<file path="src/rtl/uart_tx_arbiter.sv">
// Round-robin, packet-atomic arbiter sharing one UART transmitter among four byte-stream requesters.
// Optional mid-packet stall abort is built when UART_ARB_TIMEOUT_EN is defined.
module uart_tx_arbiter #(
    parameter int TIMEOUT_CYCLES = 1200000
) (
    input  logic        clk,
    input  logic        rst_n,
    input  logic [3:0]  req_valid,
    input  logic [31:0] req_byte,
    input  logic [3:0]  req_last,
    output logic [3:0]  req_ready,
    output logic [1:0]  grant,
    output logic        busy,
    output logic        timeout_err,
    output logic        transmit,
    output logic [7:0]  tx_byte,
    input  logic        is_transmitting
);

    typedef enum logic [1:0] {IDLE, SEND, BUSY, DRAIN} state_t;

    if (TIMEOUT_CYCLES < 1) begin : g_bad_timeout
        $error("TIMEOUT_CYCLES must be >= 1");
    end

    state_t      state_q, state_d;
    logic [1:0]  grant_q, grant_d;
    logic [1:0]  last_grant_q, last_grant_d;
    logic [7:0]  tx_byte_q, tx_byte_d;
    logic        transmit_q, transmit_d;
    logic        last_q, last_d;
    logic [1:0]  pick;
    logic        found;
    logic        accept;

`ifdef UART_ARB_TIMEOUT_EN
    localparam int CNT_W = $clog2(TIMEOUT_CYCLES + 1);
    localparam logic [CNT_W-1:0] CNT_MAX = CNT_W'(TIMEOUT_CYCLES - 1);
    logic [CNT_W-1:0] cnt_q, cnt_d;
    logic             first_q, first_d;
    logic             timeout_err_q, timeout_err_d;
`endif

    // First valid requester after the last one served, wrapping around.
    always_comb begin
        pick  = last_grant_q;
        found = 1'b0;
        for (int k = 1; k <= 4; k++) begin
            if (!found && req_valid[last_grant_q + 2'(k)]) begin
                pick  = last_grant_q + 2'(k);
                found = 1'b1;
            end
        end
    end

    assign accept    = (state_q == SEND) && req_valid[grant_q] && !is_transmitting;
    assign req_ready = accept ? (4'b1 << grant_q) : 4'b0;

    always_comb begin
        state_d      = state_q;
        grant_d      = grant_q;
        last_grant_d = last_grant_q;
        tx_byte_d    = tx_byte_q;
        transmit_d   = transmit_q;
        last_d       = last_q;
`ifdef UART_ARB_TIMEOUT_EN
        cnt_d         = cnt_q;
        first_d       = first_q;
        timeout_err_d = 1'b0;
`endif
        case (state_q)
            IDLE: begin
                if (|req_valid) begin
                    grant_d = pick;
                    state_d = SEND;
`ifdef UART_ARB_TIMEOUT_EN
                    first_d = 1'b1;
                    cnt_d   = '0;
`endif
                end
            end
            SEND: begin
                if (accept) begin
                    tx_byte_d  = req_byte[{grant_q, 3'b000} +: 8];
                    transmit_d = 1'b1;
                    last_d     = req_last[grant_q];
                    state_d    = BUSY;
`ifdef UART_ARB_TIMEOUT_EN
                    first_d    = 1'b0;
                    cnt_d      = '0;
                end else if (!first_q && !req_valid[grant_q]) begin
                    // Stalled requester mid-packet: abort and hand the line to the next one.
                    if (cnt_q == CNT_MAX) begin
                        timeout_err_d = 1'b1;
                        last_grant_d  = grant_q;
                        cnt_d         = '0;
                        state_d       = IDLE;
                    end else begin
                        cnt_d = cnt_q + 1'b1;
                    end
`endif
                end
            end
            BUSY: begin
                if (is_transmitting) begin
                    transmit_d = 1'b0;
                    state_d    = DRAIN;
                end
            end
            DRAIN: begin
                if (!is_transmitting) begin
                    if (last_q) begin
                        last_grant_d = grant_q;
                        state_d      = IDLE;
                    end else begin
                        state_d = SEND;
                    end
                end
            end
            default: state_d = IDLE;
        endcase
    end

    always_ff @(posedge clk) begin
        if (!rst_n) begin
            state_q      <= IDLE;
            grant_q      <= 2'd0;
            last_grant_q <= 2'd3;
            tx_byte_q    <= 8'd0;
            transmit_q   <= 1'b0;
            last_q       <= 1'b0;
`ifdef UART_ARB_TIMEOUT_EN
            cnt_q         <= '0;
            first_q       <= 1'b0;
            timeout_err_q <= 1'b0;
`endif
        end else begin
            state_q      <= state_d;
            grant_q      <= grant_d;
            last_grant_q <= last_grant_d;
            tx_byte_q    <= tx_byte_d;
            transmit_q   <= transmit_d;
            last_q       <= last_d;
`ifdef UART_ARB_TIMEOUT_EN
            cnt_q         <= cnt_d;
            first_q       <= first_d;
            timeout_err_q <= timeout_err_d;
`endif
        end
    end

    assign grant    = grant_q;
    assign busy     = (state_q != IDLE);
    assign transmit = transmit_q;
    assign tx_byte  = tx_byte_q;
`ifdef UART_ARB_TIMEOUT_EN
    assign timeout_err = timeout_err_q;
`else
    assign timeout_err = 1'b0;
`endif

endmodule

</file>
<file path="config.mk">
export PLATFORM = sky130hd
export DESIGN_NAME = uart_tx_arbiter
export DESIGN_NICKNAME = d
export VERILOG_FILES = /design/src/rtl/uart_tx_arbiter.sv
export SDC_FILE = /design/constraint.sdc
export NUM_CORES = 1
export LEC_CHECK = 0
export ABC_AREA = 1
export CORE_MARGIN = 4
export CORE_UTILIZATION = 34
export CTS_CLUSTER_SIZE = 24
export DETAILED_ROUTE_END_ITERATION = 6
export GPL_TIMING_DRIVEN = 0
export PLACE_DENSITY = 0.72
export SLEW_MARGIN = 0
export SYNTH_ARGS = -nofsm -noshare
export SYNTH_HDL_FRONTEND = slang
export SYNTH_SLANG_ARGS = --single-unit
</file>
<file path="constraint.sdc">
create_clock -name clk -period 4.05 [get_ports clk]
set_clock_uncertainty 0.2 [all_clocks]
set_input_delay 0.81 -clock clk [delete_from_list [all_inputs] [get_ports clk]]
set_output_delay 0.81 -clock clk [all_outputs]
set_load 0.01 [all_outputs]
</file>
==> results of run 1 <==
==> worst reg2reg max path, cell delays in order (launching register included) <==
cell and delay [ns]:
dfxtp_1 0.32, buf_4 0.17, nor2_8 0.18, nand2_2 0.07
nand4_2 0.09, nand3_4 0.13, buf_6 0.18, o21ai_1 0.16
nor2_1 0.05
==> layout make-up <==
| type | instances | share of cell area [%] |
|---|---|---|
| plain buffers | 12 | 4.13 |
| well taps | 48 | 3.00 |
| clock buffers | 4 | 2.75 |
| inverters | 15 | 3.13 |
| multi-input cells | 155 | 42.0 |
| flip-flops and latches | 16 | 16.0 |
| repair buffers | 58 | 29.0 |
==> worst max path at each step <==
stage                      start  cells past startpoint           end
floorplan           req_valid[2]                      5  req_ready[0]
global placement    req_valid[3]                      7  req_ready[2]
detailed placement  req_valid[3]                      7  req_ready[2]
CTS                 req_valid[3]                      7  req_ready[2]
global route        req_valid[3]                      7  req_ready[1]
finish              req_valid[3]                      7  req_ready[2]
==> kinds of logic (layout without fill, tap and decap cells) <==
kind of cell               count (synthesis)  count (layout)
AOI/OAI and AO/OA                         24              24
adders and majority gates                  5               5
buffers and inverters                     27              89
DFF                                       16              16
muxes                                      1               1
other                                      1               1
and+or+nand+nor                          124             124
==> synthesized netlist by cell type (6+ instances only) <==
| library cell | count |
|---|---|
| a21oi_1 | 8 |
| buf_2 | 6 |
| dfxtp_1 | 16 |
| inv_1 | 8 |
| nand2_1 | 41 |
| nand2_2 | 8 |
| nand3_1 | 35 |
| nand4_1 | 10 |
| nor2_1 | 21 |
| o21ai_1 | 7 |
==> cells in the final DEF, fill, tap and decap left out, drive strengths merged <==
master          n
clkdlybuf4s50  58
nand2          49
nand3          37
nor2           22
dfxtp          16
inv            14
o21ai          12
nand4          11
buf            11
a21oi           8
ha              5
clkbuf          5
nor3            4
o211ai          2
clkinv          1
nor4            1
mux2i           1
a311o           1
a211oi          1
conb            1
==> state kept, by name, summed over array words and instances (netlist names) <==
| name | flops |
|---|---|
| last_grant_q | 2 |
| grant | 2 |
| transmit | 1 |
| state_q | 2 |
| tx_byte | 8 |
| last_q | 1 |
==> layer usage <==
layer,share of wire [%],wire length (µm),vias up
met3,6.0,248,6
met4,1.0,43,0
met5,0,0,-
li1,-,-,794
met2,49,2010,35
met1,44,1820,673
==> report_power, final <==
| part | leakage (nW) | internal [mW] | switching [mW] | total (mW) |
|---|---|---|---|---|
| Sequential | 0.130 | 0.188 | 0.0223 | 0.210 |
| Combinational | 0.663 | 0.214 | 0.279 | 0.493 |
| Clock | 0.0288 | 0.0865 | 0.0612 | 0.148 |
==> results by group, run 1 <==
Outcome
  • Outcome: complete, no violations

Placed design
  • Dpl cells: slightly above 300
  • Detailed Place HPWL: about 3100 µm
  • # port buffers: slightly below 60
  • Place WS: 0.467 ns
  • DP Area: between 1500 and 2000 µm²
  • Routability cong.: approximately 0.8

Clocking
  • CTS sink count: 16
  • CTS tree: yes
  • # H-tree levels: 1
  • Clk Latency, worst-skew pair: 0.26 ns
  • Inserted Clock Buffers: 3
  • Post-CTS Hold Fix Bufs: 0
  • CTS resizes: 0
  • Setup bufs post-CTS: 0
  • Root Driver: clkbuf_8
  • Clock transition at path regs: ~0.070 ns
  • CTS Buffer Depth: 2

Timing
  • Final WS setup: between 0.4 and 0.5 ns
  • Setup Viol. Count Final: 0
  • Final count of pins violating max slew: 0
  • Post-route minimum period: 3.56 ns
  • Final hold slack: 0.283 ns
  • Setup tns final: 0 ns
  • Period utilization: between 80 and 90%
  • RSZ-0062 raised after global routing: no
  • Peak Freq: 0.281 GHz
  • Hold Fails Final Rpt: 0

Cells and area
  • Sequential Area: around 320 µm²
  • P&R area growth vs syn: 53.3%
  • Number of fill cells in the layout: around 380
  • Post-layout util: between 50% and 60%
  • Final cell count without fillers: roughly 300
  • Multi-input logic area: 841 µm²
  • Layout Nets: around 310
  • Post-route cell area: 2000 µm²
  • Layout cells sized above 1: 15.0%
  • Diode count: 0

Worst hold path
  • Hold path cells: 2
  • HP Start: tx_byte[7]$_SDFFE_PN0P_
  • Min-delay worst type: reg2reg
  • Hold EP: tx_byte[7]$_SDFFE_PN0P_

Setup path
  • Register-to-register setup slack: 2.41 ns
  • Crit path max fanout: 10
  • CP Launch Type: input pin
  • Worst setup EP type: output port
  • Worst Path Arrival: ~2.6 ns
  • CP dominant cell by count: clkdlybuf4s50_1
  • Crit-path cells: clkdlybuf4s50_1 > nand3_1 > nand4_2 > nand3_4 > buf_6 > nor3_2 > clkdlybuf4s50_1
  • Critical Path Max Stage Delay: 0.57 ns
  • FF-to-FF End: tx_byte[1]$_SDFFE_PN0P_
  • Worst path slowest cell: clkdlybuf4s50_1
  • Buffers plus inverters on the worst setup path: 3
  • Crit-path leading delay family: buffers and inverters
  • Worst r2r path cells: 8
  • Worst path required time: 3.04 ns
  • Critical R2R Launch: grant[0]$_SDFFE_PN0P_
  • Critical path class: in2out

Drt
  • Post-route ant nets: 0
  • Final WL: slightly above 4000 µm
  • DRT Pass-1 Iters: 5
  • Vias/cell: ~4.9
  • Residual DRC: 0
  • Drt wl/cell: approximately 13 µm
  • Vias post-DR: ~1500
  • Drt initial violations: 92

Global route
  • Global Route met1 Usage: 21.7%
  • Largest net degree at the start of global routing: 11
  • First-pass GRT wire length: between 6000 and 7000 µm
  • Met2 Usage GRT: between 20% and 30%
  • Vias in the first global route: 1376
  • Total gr overflow: 0
  • GR peak layer: met2
  • GRT Resource Usage Total: 16.9%
  • Grt met3 use: about 4.5%
  • Initial antenna violation count: 0

Synth
  • Post-Synth XOR/XNOR Area: 0%
  • Distinct cells, synth: 29
  • Top cells by area, synth: dfxtp_1, nand3_1, nand2_1, nor2_1, ha_1
  • EDFF count, synth: 0
  • Post-Synth Adder-Cell Area: ~4.8%
  • Synth Area in Compound Gates: 10.5%
  • Mux share of post-synthesis cell area: less than 1%
  • Syn Std Cell Area: 1310 µm²
  • Synth Net Count: around 250
  • Share of the synthesized area in the top cell type: 24.5%
  • Dominant cell type by area after synthesis: dfxtp_1
  • Sequential area share after synthesis: about 25%
  • Syn avg cell area: between 6 and 7 µm²
  • Synth Area in Simple Gates: 48.0%
  • Async SR Flop Fraction: 0%
  • #FFs+latches synth: 16
  • Largest family of logic cells by synthesized area: simple AND/OR/NAND/NOR gates
  • Synthesized instance count: ~200
  • Post-synth top flop: dfxtp_1
  • Synth warn: 0

Floorplanning
  • Initial Util: between 30 and 40%
  • Full die area: 4900 µm²
  • Core area: around 3700 µm²
  • # rows: 22
  • Die Wd: 70.0 µm
  • Ports: 60
  • Die Height: roughly 70 µm

Pwr
  • VDD IR max: approximately 0.21 mV
  • Final Power: 0.851 mW
  • PwrDens: 425 nW/µm²
  • Static leakage power: about 0.82 nW

Flow run
  • Max cap viols: 0
Power figures use the tool's default switching activity.
==> run 2: changes to the inputs <==
Settings changed: ABC_AREA 1 to unset, PLACE_DENSITY 0.72 to 0.73.
==> run 2 against run 1 <==
Compared with the run above:
- area after synthesis decreased by 7.2%
- combinational power decreased by 22%
- total power shrank 18%
- first-iteration DRC count decreased by 50%
- critical path depth did not move
- clock power down 27%
- die area is 6.4% lower
- critical endpoint is now req_ready[3]
- largest cell class unchanged
- largest power group unchanged
- highest routed layer unchanged
==> results by group, run 2 <==
Timing
  • Hold Fails Final Rpt: 0
  • Setup tns final: 0 ns
  • Final WS setup: roughly 0.15 ns
  • Peak Freq: roughly 0.26 GHz
  • Final count of pins violating max slew: 0
  • Setup Viol. Count Final: 0
  • Period utilization: a little over nine tenths
  • Worst Tran Pin Value: about 0.57 ns
  • Max-Slew Margin vs Limit: between 60 and 70%
  • Post-route minimum period: 3.90 ns
  • RSZ-0062 raised after global routing: no

Cells and area
  • Post-route cell area: 1880 µm²
  • Layout Nets: about 240
  • P&R area growth vs syn: 54.8%
  • Number of fill cells in the layout: about 300
  • Post-layout util: 55.4%
  • Most frequent cells in the layout: clkdlybuf4s50_1, dfxtp_1, a21boi_0
  • Max FFs per register: 8
  • Most common cell after layout, fill and taps aside: clkdlybuf4s50_1
  • Diode count: 0
  • Layout cells sized above 1: under 10%

Clocking
  • Post-CTS Hold Fix Bufs: 0
  • CTS sink count: 16
  • CTS tree: yes
  • Clock transition at path regs: ~0.1 ns
  • Clk Latency, worst-skew pair: about 0.28 ns
  • CTS resizes: 0
  • CTS Buffer Depth: 2
  • Inserted Clock Buffers: 3
  • # H-tree levels: 1
  • Root Driver: clkbuf_4
  • Setup bufs post-CTS: 0

Pwr
  • Static leakage power: 0.721 nW
  • PwrDens: ~370 nW/µm²
  • VDD IR max: around 0.19 mV
  • Final Power: 0.694 mW

Placed design
  • Detailed Place HPWL: 2820 µm
  • # port buffers: between 50 and 60
  • Routability cong.: around 0.8
  • DP Area: roughly 1800 µm²
  • Place WS: 0.154 ns

Synth
  • #FFs+latches synth: 16
  • Share of the synthesized area in the top cell type: 26.4%
  • Synth cell count leaders: dfxtp_1, a21boi_0, and3_1, o21a_1, nor2_1
  • Distinct cells, synth: 40
  • Post-synth top flop: dfxtp_1
  • Sequential area share after synthesis: between 20% and 30%
  • Dominant cell type by area after synthesis: dfxtp_1
  • Most frequent cell after synthesis: dfxtp_1
  • Synthesized instance count: roughly 130
  • Async SR Flop Fraction: 0%
  • Top cells by area, synth: dfxtp_1, mux4_2, mux4_1, a21boi_0, ha_1
  • Syn avg cell area: 9.70 µm²
  • Synth warn: 0
  • Syn Std Cell Area: about 1200 µm²
  • EDFF count, synth: 0
  • Synth Net Count: between 150 and 200

Setup path
  • Crit path max fanout: 10
  • Critical Path Source: is_transmitting
  • Worst setup EP type: output port
  • CP Launch Type: input pin
  • Critical path class: in2out
  • Critical R2R Launch: state_q[0]$_SDFFE_PN0P_
  • Worst path required time: slightly above 3 ns
  • Worst Path Arrival: between 2 and 3 ns

Floorplanning
  • Ports: 60
  • Die Wd: approximately 68 µm
  • # rows: 21
  • Full die area: roughly 4600 µm²
  • Core area: approximately 3400 µm²
  • Die Height: around 68 µm
  • Initial Util: around 36%

Global route
  • First-pass GRT wire length: 5580 µm
  • GRT Resource Usage Total: between 10% and 20%
  • Vias in the first global route: between 1000 and 1500
  • Initial antenna violation count: 0
  • Largest net degree at the start of global routing: 11
  • Total gr overflow: 0

Drt
  • Drt initial violations: 46
  • Vias post-DR: roughly 1200
  • Residual DRC: 0
  • Vias/cell: around 5.3
  • Post-route ant nets: 0
  • Drt wl/cell: 15.4 µm
  • DRT Pass-1 Iters: 4
  • Final WL: between 3000 and 4000 µm

Worst hold path
  • Min-delay worst type: reg2reg
  • HP Start: transmit$_SDFFE_PN0P_

Outcome
  • Outcome: complete, no violations

Flow run
  • Max cap viols: 0
## run 2: worst max-delay path, cell delays in order
cell             delay, ns
clkdlybuf4s50_1       0.52
or2_2                 0.32
o22ai_1               0.20
buf_2                 0.24
nand3_1               0.11
nor2_1                0.14
clkdlybuf4s50_1       0.55
## run 2: logic make-up (layout without fill, tap and decap cells)
kind of cell,count (synthesis),in the layout,share of synthesized area (%)
AO/OA/AOI/OAI,37,37,22.9
buffers and inverters,15,76,6.71
flip-flops,16,16,26.4
AND/OR/NAND/NOR,39,39,18.1
adder cells (fa/ha/maj),5,5,5.16
multiplexers,12,12,20.4
other,1,1,0.309
## run 2: power by group
part / switching [mW] / internal, mW / total (mW)
Combinational: 0.178 / 0.207 / 0.385
Sequential: 0.0202 / 0.181 / 0.201
Clock: 0.0532 / 0.0546 / 0.108
Total: 0.251 / 0.443 / 0.694
## run 2: cell type report
class,count,area [µm²],area share (%)
clock buffers,4,36.3,1.93
inverters,5,18.8,1.00
repair buffers,57,571,30.4
multi-input cells,94,811,43.2
flip-flops and latches,16,320,17.1
plain buffers,10,62.6,3.33
well taps,46,57.6,3.07
## run 2: final timing paths
kind | to | cells after the start | slack (ns)
max | req_ready[3] | 7 | 0.15
min | transmit$_SDFFE_PN0P_ | 2 | 0.30
max reg2reg | state_q[0]$_SDFFE_PN0P_ | 6 | 2.01
min reg2reg | transmit$_SDFFE_PN0P_ | 2 | 0.30
## run 2: metal layers
metal	GRT usage (%)	routed length, µm	vias to the layer above	part of all wire [%]
li1	-	-	600	-
met2	27.6	1630	50	46
met3	4.16	332	4	9.3
met4	4.30	43	0	1.2
met1	18.8	1550	569	44
met5	0	0	-	0
## run 2: stage by stage
| step | hold WS [ns] | cells |
|---|---|---|
| 2_1_floorplan | 0.270 | 125 |
| 3_3_place_gp | 0.273 | 228 |
| 3_5_place_dp | 0.288 | 228 |
| 4_1_cts | 0.303 | 232 |
| 5_1_grt | 0.353 | 232 |
| 6_report | 0.302 | 232 |
